File: src/rtl/fast_pat_sequencer_if.sv
// rtl/fast_pat_sequencer_if.sv - host config, control and frame handshake bundle for fast_pat_sequencer
interface fast_pat_sequencer_if #(
  parameter int ADDR_W = 11,
  parameter int PAT_W  = 8,
  parameter int CNT_W  = 16
);
  logic [ADDR_W-1:0] cfg_base_addr;
  logic [ADDR_W-1:0] cfg_pat_stride;
  logic [PAT_W-1:0]  cfg_pat_num;
  logic [CNT_W-1:0]  cfg_repeat;
  logic [CNT_W-1:0]  cfg_gap;
  logic              cfg_loop;
  logic              start;
  logic              stop;
  logic              frame_busy;
  logic              frame_trig;
  logic [ADDR_W-1:0] pat_addr;
  logic [PAT_W-1:0]  pat_index;
  logic              seq_busy;
  logic              seq_done;
  logic              seq_err;

  modport master (
    output cfg_base_addr, cfg_pat_stride, cfg_pat_num, cfg_repeat, cfg_gap, cfg_loop,
    output start, stop, frame_busy,
    input  frame_trig, pat_addr, pat_index, seq_busy, seq_done, seq_err
  );

  modport slave (
    input  cfg_base_addr, cfg_pat_stride, cfg_pat_num, cfg_repeat, cfg_gap, cfg_loop,
    input  start, stop, frame_busy,
    output frame_trig, pat_addr, pat_index, seq_busy, seq_done, seq_err
  );
endinterface

File: src/rtl/fast_pat_sequencer.sv
// rtl/fast_pat_sequencer.sv - plays a programmed pattern list, one frame trigger per repeat, with gap and loop
module fast_pat_sequencer #(
  parameter int ADDR_W       = 11,
  parameter int PAT_W        = 8,
  parameter int CNT_W        = 16,
  parameter int BUSY_TIMEOUT = 64
) (
  input  logic                 clk,
  input  logic                 rst_n,
  fast_pat_sequencer_if.slave  bus
);
  localparam int TMR_W = $clog2(BUSY_TIMEOUT + 1);

  typedef enum logic [2:0] {IDLE, ARM, WAIT_BUSY, WAIT_DONE, GAP} state_t;

  state_t            state_q, state_d;
  logic              arm_ph_q, arm_ph_d;
  logic              stop_pend_q, stop_pend_d;
  logic [ADDR_W-1:0] base_q, base_d;
  logic [ADDR_W-1:0] stride_q, stride_d;
  logic [PAT_W-1:0]  pat_num_q, pat_num_d;
  logic [CNT_W-1:0]  rep_q, rep_d;
  logic [CNT_W-1:0]  gap_q, gap_d;
  logic              loop_q, loop_d;
  logic [CNT_W-1:0]  frame_cnt_q, frame_cnt_d;
  logic [CNT_W-1:0]  gap_cnt_q, gap_cnt_d;
  logic [TMR_W-1:0]  tmr_q, tmr_d;
  logic              trig_q, trig_d;
  logic              done_q, done_d;
  logic              err_q, err_d;
  logic              busy_q, busy_d;
  logic [ADDR_W-1:0] addr_q, addr_d;
  logic [PAT_W-1:0]  index_q, index_d;
  logic [CNT_W-1:0]  cnt_next;
  logic              go_next;

  always_ff @(posedge clk or negedge rst_n) begin
    if (!rst_n) begin
      state_q     <= IDLE;
      arm_ph_q    <= 1'b0;
      stop_pend_q <= 1'b0;
      base_q      <= '0;
      stride_q    <= '0;
      pat_num_q   <= '0;
      rep_q       <= '0;
      gap_q       <= '0;
      loop_q      <= 1'b0;
      frame_cnt_q <= '0;
      gap_cnt_q   <= '0;
      tmr_q       <= '0;
      trig_q      <= 1'b0;
      done_q      <= 1'b0;
      err_q       <= 1'b0;
      busy_q      <= 1'b0;
      addr_q      <= '0;
      index_q     <= '0;
    end else begin
      state_q     <= state_d;
      arm_ph_q    <= arm_ph_d;
      stop_pend_q <= stop_pend_d;
      base_q      <= base_d;
      stride_q    <= stride_d;
      pat_num_q   <= pat_num_d;
      rep_q       <= rep_d;
      gap_q       <= gap_d;
      loop_q      <= loop_d;
      frame_cnt_q <= frame_cnt_d;
      gap_cnt_q   <= gap_cnt_d;
      tmr_q       <= tmr_d;
      trig_q      <= trig_d;
      done_q      <= done_d;
      err_q       <= err_d;
      busy_q      <= busy_d;
      addr_q      <= addr_d;
      index_q     <= index_d;
    end
  end

  always_comb begin
    state_d     = state_q;
    arm_ph_d    = 1'b0;
    stop_pend_d = stop_pend_q;
    base_d      = base_q;
    stride_d    = stride_q;
    pat_num_d   = pat_num_q;
    rep_d       = rep_q;
    gap_d       = gap_q;
    loop_d      = loop_q;
    frame_cnt_d = frame_cnt_q;
    gap_cnt_d   = gap_cnt_q;
    tmr_d       = tmr_q;
    trig_d      = 1'b0;
    done_d      = 1'b0;
    err_d       = err_q;
    addr_d      = addr_q;
    index_d     = index_q;
    cnt_next    = frame_cnt_q + 1'b1;
    go_next     = 1'b0;

    case (state_q)
      IDLE: begin
        if (bus.stop) begin
          state_d = IDLE;
        end else if (bus.start) begin
          if (bus.cfg_pat_num == '0) begin
            err_d = 1'b1;
          end else begin
            base_d      = bus.cfg_base_addr;
            stride_d    = bus.cfg_pat_stride;
            pat_num_d   = bus.cfg_pat_num;
            rep_d       = (bus.cfg_repeat == '0) ? CNT_W'(1) : bus.cfg_repeat;
            gap_d       = bus.cfg_gap;
            loop_d      = bus.cfg_loop;
            addr_d      = bus.cfg_base_addr;
            index_d     = '0;
            frame_cnt_d = '0;
            err_d       = 1'b0;
            stop_pend_d = 1'b0;
            state_d     = ARM;
          end
        end
      end

      // First ARM cycle lets pat_addr settle at the fetcher before the trigger fires.
      ARM: begin
        if (bus.stop) begin
          done_d  = 1'b1;
          state_d = IDLE;
        end else if (!arm_ph_q) begin
          arm_ph_d = 1'b1;
        end else if (!bus.frame_busy) begin
          trig_d  = 1'b1;
          tmr_d   = '0;
          state_d = WAIT_BUSY;
        end else begin
          arm_ph_d = 1'b1;
        end
      end

      WAIT_BUSY: begin
        if (bus.stop) stop_pend_d = 1'b1;
        if (bus.frame_busy) begin
          state_d = WAIT_DONE;
        end else if (tmr_q == TMR_W'(BUSY_TIMEOUT - 1)) begin
          err_d   = 1'b1;
          done_d  = 1'b1;
          state_d = IDLE;
        end else begin
          tmr_d = tmr_q + 1'b1;
        end
      end

      WAIT_DONE: begin
        if (bus.stop) stop_pend_d = 1'b1;
        if (!bus.frame_busy) begin
          if (stop_pend_q || bus.stop) begin
            done_d  = 1'b1;
            state_d = IDLE;
          end else if (cnt_next < rep_q) begin
            frame_cnt_d = cnt_next;
            go_next     = 1'b1;
          end else begin
            frame_cnt_d = '0;
            if (index_q == pat_num_q - 1'b1) begin
              if (loop_q) begin
                index_d = '0;
                addr_d  = base_q;
                go_next = 1'b1;
              end else begin
                done_d  = 1'b1;
                state_d = IDLE;
              end
            end else begin
              index_d = index_q + 1'b1;
              addr_d  = addr_q + stride_q;
              go_next = 1'b1;
            end
          end
          if (go_next) begin
            if (gap_q == '0) begin
              state_d = ARM;
            end else begin
              gap_cnt_d = gap_q - 1'b1;
              state_d   = GAP;
            end
          end
        end
      end

      GAP: begin
        if (bus.stop) begin
          done_d  = 1'b1;
          state_d = IDLE;
        end else if (gap_cnt_q == '0) begin
          state_d = ARM;
        end else begin
          gap_cnt_d = gap_cnt_q - 1'b1;
        end
      end

      default: state_d = IDLE;
    endcase

    busy_d = (state_d != IDLE);
  end

  assign bus.frame_trig = trig_q;
  assign bus.seq_done   = done_q;
  assign bus.seq_err    = err_q;
  assign bus.seq_busy   = busy_q;
  assign bus.pat_addr   = addr_q;
  assign bus.pat_index  = index_q;
endmodule

File: src/flat_wrapper.sv
// flat-port wrapper written by rule: the top's interface ports become plain ports
module fast_pat_sequencer_flat 
#(
  parameter int ADDR_W       = 11,
  parameter int PAT_W        = 8,
  parameter int CNT_W        = 16,
  parameter int BUSY_TIMEOUT = 64
)
  (clk, rst_n, bus_cfg_base_addr, bus_cfg_pat_stride, bus_cfg_pat_num, bus_cfg_repeat, bus_cfg_gap, bus_cfg_loop, bus_start, bus_stop, bus_frame_busy, bus_frame_trig, bus_pat_addr, bus_pat_index, bus_seq_busy, bus_seq_done, bus_seq_err);
  fast_pat_sequencer_if #(.ADDR_W(ADDR_W), .PAT_W(PAT_W), .CNT_W(CNT_W)) bus_i ();
  input  logic clk;
  input  logic rst_n;
  input wire logic [$bits(bus_i.cfg_base_addr)-1:0] bus_cfg_base_addr;
  input wire logic [$bits(bus_i.cfg_pat_stride)-1:0] bus_cfg_pat_stride;
  input wire logic [$bits(bus_i.cfg_pat_num)-1:0] bus_cfg_pat_num;
  input wire logic [$bits(bus_i.cfg_repeat)-1:0] bus_cfg_repeat;
  input wire logic [$bits(bus_i.cfg_gap)-1:0] bus_cfg_gap;
  input wire logic [$bits(bus_i.cfg_loop)-1:0] bus_cfg_loop;
  input wire logic [$bits(bus_i.start)-1:0] bus_start;
  input wire logic [$bits(bus_i.stop)-1:0] bus_stop;
  input wire logic [$bits(bus_i.frame_busy)-1:0] bus_frame_busy;
  output wire logic [$bits(bus_i.frame_trig)-1:0] bus_frame_trig;
  output wire logic [$bits(bus_i.pat_addr)-1:0] bus_pat_addr;
  output wire logic [$bits(bus_i.pat_index)-1:0] bus_pat_index;
  output wire logic [$bits(bus_i.seq_busy)-1:0] bus_seq_busy;
  output wire logic [$bits(bus_i.seq_done)-1:0] bus_seq_done;
  output wire logic [$bits(bus_i.seq_err)-1:0] bus_seq_err;
  assign bus_i.cfg_base_addr = bus_cfg_base_addr;
  assign bus_i.cfg_pat_stride = bus_cfg_pat_stride;
  assign bus_i.cfg_pat_num = bus_cfg_pat_num;
  assign bus_i.cfg_repeat = bus_cfg_repeat;
  assign bus_i.cfg_gap = bus_cfg_gap;
  assign bus_i.cfg_loop = bus_cfg_loop;
  assign bus_i.start = bus_start;
  assign bus_i.stop = bus_stop;
  assign bus_i.frame_busy = bus_frame_busy;
  assign bus_frame_trig = bus_i.frame_trig;
  assign bus_pat_addr = bus_i.pat_addr;
  assign bus_pat_index = bus_i.pat_index;
  assign bus_seq_busy = bus_i.seq_busy;
  assign bus_seq_done = bus_i.seq_done;
  assign bus_seq_err = bus_i.seq_err;
  fast_pat_sequencer #(.ADDR_W(ADDR_W), .PAT_W(PAT_W), .CNT_W(CNT_W), .BUSY_TIMEOUT(BUSY_TIMEOUT)) u_core (.clk(clk), .rst_n(rst_n), .bus(bus_i));
endmodule
File: config.mk
export PLATFORM = sky130hd
export DESIGN_NAME = fast_pat_sequencer_flat
export DESIGN_NICKNAME = d
export VERILOG_FILES = /design/src/rtl/fast_pat_sequencer_if.sv /design/src/rtl/fast_pat_sequencer.sv /design/src/flat_wrapper.sv
export SDC_FILE = /design/constraint.sdc
export NUM_CORES = 1
export LEC_CHECK = 0
export CAP_MARGIN = 20
export CORE_MARGIN = 3
export CORE_UTILIZATION = 35
export CTS_BUF_LIST = sky130_fd_sc_hd__clkbuf_16
export CTS_CLUSTER_DIAMETER = 80
export DETAILED_ROUTE_END_ITERATION = 8
export PLACE_DENSITY = 0.64
export SLEW_MARGIN = 20
export SYNTH_ARGS = -nofsm -noshare
export SYNTH_HDL_FRONTEND = slang
export SYNTH_SLANG_ARGS = --single-unit
File: constraint.sdc
create_clock -name clk -period 4.45 [get_ports clk]
set_clock_uncertainty 0.15 [all_clocks]
set_input_delay 1.1125 -clock clk [delete_from_list [all_inputs] [get_ports clk]]
set_output_delay 1.1125 -clock clk [all_outputs]
set_load 0.05 [all_outputs]
; ---- After elaboration in Yosys (flattened, before gate mapping)
; Cells that the tools add are included.
[totals]
in_bits = 68
out_inout_bits = 23
word_cells = 163
ff_bits = 130
[classes]
mux = 90
n_eq_ne = 24
n_addsub = 7
n_lt_le_gt_ge = 1
reduce_logical = 21
bitwise = 2
[op_table]
columns = operator, count
row1 = two-way mux 16 bit, 12
row2 = two-way mux 11 bit, 8
row3 = two-way mux 8 bit, 8
row4 = case mux 16 bit (2 select lines), 2
row5 = two-way mux 3 bit, 17
row6 = logical NOT 16 bit, 3
row7 = two-way mux 7 bit, 5
row8 = subtractor 16 x 1 -> 16 bit (second input constant), 2
row9 = two-way mux 1 bit, 31
row10 = != test 2 bit (second input constant), 13
row11 = case mux 11 bit (2 select lines), 1
row12 = AND reduction 6 bit, 3
row13 = adder 16 x 1 -> 16 bit (second input constant), 1
row14 = less-than comparator 16 bit, 1
row15 = case mux 8 bit (2 select lines), 1
row16 = case mux 3 bit (5 select lines), 1
row17 = case mux 7 bit (2 select lines), 1
row18 = adder 11 bit, 1
row19 = AND reduction 5 bit, 2
row20 = nonzero test 2 bit, 5
row21 = adder 8 x 1 -> 8 bit (second input constant), 1
row22 = equality test 8 bit, 1
row23 = logical NOT 8 bit, 1
row24 = != test 2 x 1 -> 1 bit (second input constant), 4
row25 = 16 further kinds, 20

; ---- Depth between registers and ports, before layout
[depth]
ltp_word = 11
ltp_mapped = 16
ltp_nobuf = 15

; ---- Worst setup path before layout
; Ideal clock, no wire load.
[synth_path]
path_type = reg-to-reg
from = register u_core.frame_cnt_q[0]
to = register u_core.addr_q[9], in the netlist u_core.bus.pat_addr[9]
t_required_ps = 4178
setup_ps = 122
slack_ps = 639
period_less_slack_ps = 3811
stages_incl_launch_ff = 17
arrival_ps = 3540
path_buffers = 2
path_cell_list = dfrtp_1 -> ha_1 -> nand3_1 -> nor2_1 -> and3_1 -> clkbuf_1 -> nand3_1 -> xnor2_1 -> ha_1 -> a21oi_1 -> nand2_1 -> a221oi_1 -> o21ai_1 -> nor3_1 -> buf_2 -> nor2_1 -> a32o_1
[synth_between]
elab_chain_cells = 4
[synth_rtl]
columns = element, line
row1 = from (decl), fast_pat_sequencer.sv:25  ; logic [CNT_W-1:0] frame_cnt_q, frame_cnt_d;
row2 = from (signal assigned), fast_pat_sequencer.sv:67  ; frame_cnt_q <= frame_cnt_d;
row3 = adder 16 x 1 -> 16 bit, fast_pat_sequencer.sv:97  ; cnt_next = frame_cnt_q + 1'b1;
row4 = less-than comparator 16 bit, fast_pat_sequencer.sv:159  ; end else if (cnt_next < rep_q) begin
row5 = != test 2 bit (no source line), n/a
row6 = AND reduction 8 bit (no source line), n/a
row7 = to (signal assigned), fast_pat_sequencer.sv:74  ; addr_q <= addr_d;
row8 = to (decl), fast_pat_sequencer.sv:32  ; logic [ADDR_W-1:0] addr_q, addr_d;
; No other way between the ends.
; A chain may end at the register's enable or synchronous reset.

; ---- Final worst setup path
[layout_path]
from = register u_core.frame_cnt_q[0]
to = register u_core.addr_q[4], in the netlist u_core.bus.pat_addr[4]
; Same word-level chain as after synthesis.

==> results.md <==
- Status: completed
- Die area: around 0.025 mm²
- Combinational Power Share: 42.3%
- Fin nets: 1,019
- CTS Buf Count: 17
- Max-slew headroom: between 40 and 50%
- Hpwl dp: 14.42 mm
- Largest net degree at the start of global routing: 89
- Worst-case reg-to-reg path depth: 15
- Worst hold slack: 0.3587 ns
- NetSw: 0.002354 W
- Ranking of synthesized cells by area: dfrtp_1, mux2_2, ha_1
- Die Width: 156.6 µm
- Final Wtd Congestion: 0.8676
- Max_cap viols: 0
- Clock network power share: 22.0%
- Area grow syn2layout: 22.17%
- CTS Buffer Depth: 2
- Vias: 6,673
- Iteration-0 DRC count of the detailed router: 445
- CP required: between 4 and 5 ns
- DR vias/cell: 5.501
- Critical path destination: u_core.bus.pat_addr[4]$_DFFE_PN0P_
- Seq/Total Area, Yosys: 40.96%
- FF+latch count, synth: 130
- Sequential share of power: 35.7%
- Max-slew violation count: 0
- PwrDens: 598.6 mW/mm²
- Final hold vios: 0
- # IOs: just over 90
- Int Power: 0.003454 W
- Flop-to-flop setup slack: 0.33 ns
- # fillers: 2,143
- Yosys warnings: 0
- Global-route wire length before repair: 33.61 mm
- Final setup violation count: 0
- Detailed Routing Iterations Pass 1: 5
- Post-synthesis instance total: 837
- H-tree levels: 4
- Fin crit share: between 90% and 100%
- Post-CTS setup buffers: 0
- # placed instances: 1,181
- Worst-Skew Late Latency: 0.42 ns
- Crit Path Max Fanout: 24
- Top_reg_cell synth: dfrtp_1
- Post-Route WL: 20.34 mm
- RSZ-0062 raised after global routing: no
- HP Class: register to register
- Initial antenna violation count: 0
- GR Overflow Total: 0
- TritonCTS Sinks: 130
- Final ANT Viol Nets: 0
- Multi-input logic area: roughly 0.0044 mm²
- Vias in the first global route: about 6,400
- Starting Density: 36.05%
- IR drop worst, VDD: 0.2586 mV
- Fmax: 0.2425 GHz
- Most common cell after layout, fill and taps aside: dfrtp_1
- GRT Total Usage: 16.96%
- Switching Fraction: between 40% and 50%
- Async S/R FF share, synth: 100.0%
- Lkg Pwr: 4.033 nW
- Setup TNS: 0 ns
- Post-synth top area cell: dfrtp_1
- Clock root buffer: clkbuf_16
- Drt wl/cell: 16.77 µm
- Setup crit end kind: register
- Share of post-route cells with drive strength above 1: 13.29%
- Startpoint types: register
- Hold-fix buffers, CTS: 0
- Non-filler cells, final: 1,213
- Mapped Nets: 936
- Post-CTS Resized: 0
- Netlist cell types: 82
- Die Ht: 156.6 µm
- DRC: 0
- Port Buffers: 90
- CTS tree: done
- Register area: about 0.0033 mm²
- Commonest non-fill, non-tap cells in the layout: dfrtp_1, clkdlybuf4s50_1, nand2_1
- CP startpoint: u_core.frame_cnt_q[0]$_DFFE_PN0P_
- Post-synthesis area per instance: 9.488 µm²
- Class of the most critical setup path: register to register
- Final core occ: 44.05%
- Worst path arrival time: ~4.3 ns
- Post-synth EDFFs: 0
- Post-Syn Area: 0.007941 mm²
- Total design power: 0.005807 W
- Site row count: 54
- Ant diodes: 0
- RR Endpoint: u_core.bus.pat_addr[4]$_DFFE_PN0P_
- Clock transition at path regs: 0.06 ns
- Reg2reg start: u_core.frame_cnt_q[0]$_DFFE_PN0P_
- Share of the synthesized area in the top cell type: between 40 and 50%
- Min cycle time layout: 4.124 ns
- Worst-Margin Slew: 0.8567 ns
- Core ar.: 0.02203 mm²
-- kinds of logic after synthesis --
| group | synth area share, % |
|---|---|
| and+or+nand+nor | 18.77 |
| AOI/OAI and AO/OA | 18.58 |
| DFF | 40.96 |
| buffers and inverters | 3.923 |
| muxes | 8.508 |
| xor gates and xnor gates | 4.286 |
| adders and majority gates | 4.979 |
-- worst max-delay path: stages, from the launching register on --
cell,delay (ns)
dfrtp_1,0.42
ha_1,0.25
nand3_1,0.16
nor2_1,0.21
and3_1,0.30
nand3_1,0.12
xnor2_1,0.21
ha_1,0.29
a21oi_1,0.16
nand2_1,0.07
a221oi_1,0.42
o21ai_1,0.20
nor3_2,0.21
buf_4,0.31
nor3_2,0.15
mux2_1,0.36
-- synthesized netlist by cell type, drive strengths merged (6+ instances only) --
cell type  count
a31oi         12
a21oi         28
nor3          34
a211oi        14
clkbuf        25
mux2          52
mux2i          9
nor2          69
ha            30
xor2          22
nand2b         9
o31ai         13
o21ai         61
nand3         37
or4            7
and3          12
nor2b          8
a32o           8
nor4          13
o211ai         9
nand2         76
inv           32
o22ai          6
dfrtp        130
buf           17
xnor2         16
and2           8
-- per-stage QoR --
step	instance area (µm²)	setup slack (ns)
CTS	9696	0.3587
global placement	9166	0.4866
detailed placement	9166	0.3864
global route	9702	0.01578
floorplan	7941	0.6387
finish	9702	0.3263
-- power groups by stage --
stage               Sequential (W)  Combinational, W  Clock [W]
floorplan                  0.00212           0.00167          0
global placement           0.00208           0.00239          0
detailed placement         0.00208           0.00243          0
CTS                        0.00206           0.00245    0.00131
global route               0.00214           0.00271    0.00136
finish                     0.00207           0.00246    0.00128
-- area by class of cell --
cell class,instances,share of cell area [%]
Multi-Input combinational cell,633,45.37
Sequential cell,130,33.53
Timing Repair Buffer,106,10.79
Clock buffer,17,4.385
Tap cell,280,3.611
Inverter,32,1.238
Clock inverter,15,1.070
-- routing by layer --
| metal | global-route usage (%) | wire [µm] | vias to the layer above |
|---|---|---|---|
| met5 | 0 | 0 | - |
| met3 | 3.872 | 846 | 19 |
| met2 | 25.74 | 9192 | 160 |
| met4 | 4.168 | 254 | 0 |
| met1 | 24.59 | 10040 | 3248 |
| li1 | - | - | 3246 |
-- sequential cells by signal, summed over array words and instances, names as in the netlist --
register               flops
u_core.bus.seq_done        1
u_core.bus.seq_err         1
u_core.base_q             11
u_core.stride_q           11
u_core.arm_ph_q            1
u_core.gap_cnt_q          16
u_core.loop_q              1
u_core.bus.pat_addr       11
u_core.pat_num_q           8
u_core.frame_cnt_q        16
u_core.gap_q              16
u_core.bus.seq_busy        1
u_core.rep_q              16
u_core.tmr_q               7
u_core.bus.pat_index       8
u_core.state_q             3
u_core.bus.frame_trig      1
u_core.stop_pend_q         1
-- how the worst min path moves through the flow --
stage	to	slack, ns	depth (start not counted)	from
after floorplan	u_core.tmr_q[0]$_DFFE_PN0P_	0.32	1	u_core.tmr_q[0]$_DFFE_PN0P_
after global placement	u_core.base_q[9]$_DFFE_PN0P_	0.34	1	u_core.base_q[9]$_DFFE_PN0P_
after detailed placement	u_core.base_q[0]$_DFFE_PN0P_	0.35	1	u_core.base_q[0]$_DFFE_PN0P_
after CTS	u_core.base_q[0]$_DFFE_PN0P_	0.36	1	u_core.base_q[0]$_DFFE_PN0P_
after global routing	u_core.base_q[0]$_DFFE_PN0P_	0.37	1	u_core.base_q[0]$_DFFE_PN0P_
final	u_core.base_q[0]$_DFFE_PN0P_	0.36	1	u_core.base_q[0]$_DFFE_PN0P_
(Power assumes the default switching activity.)
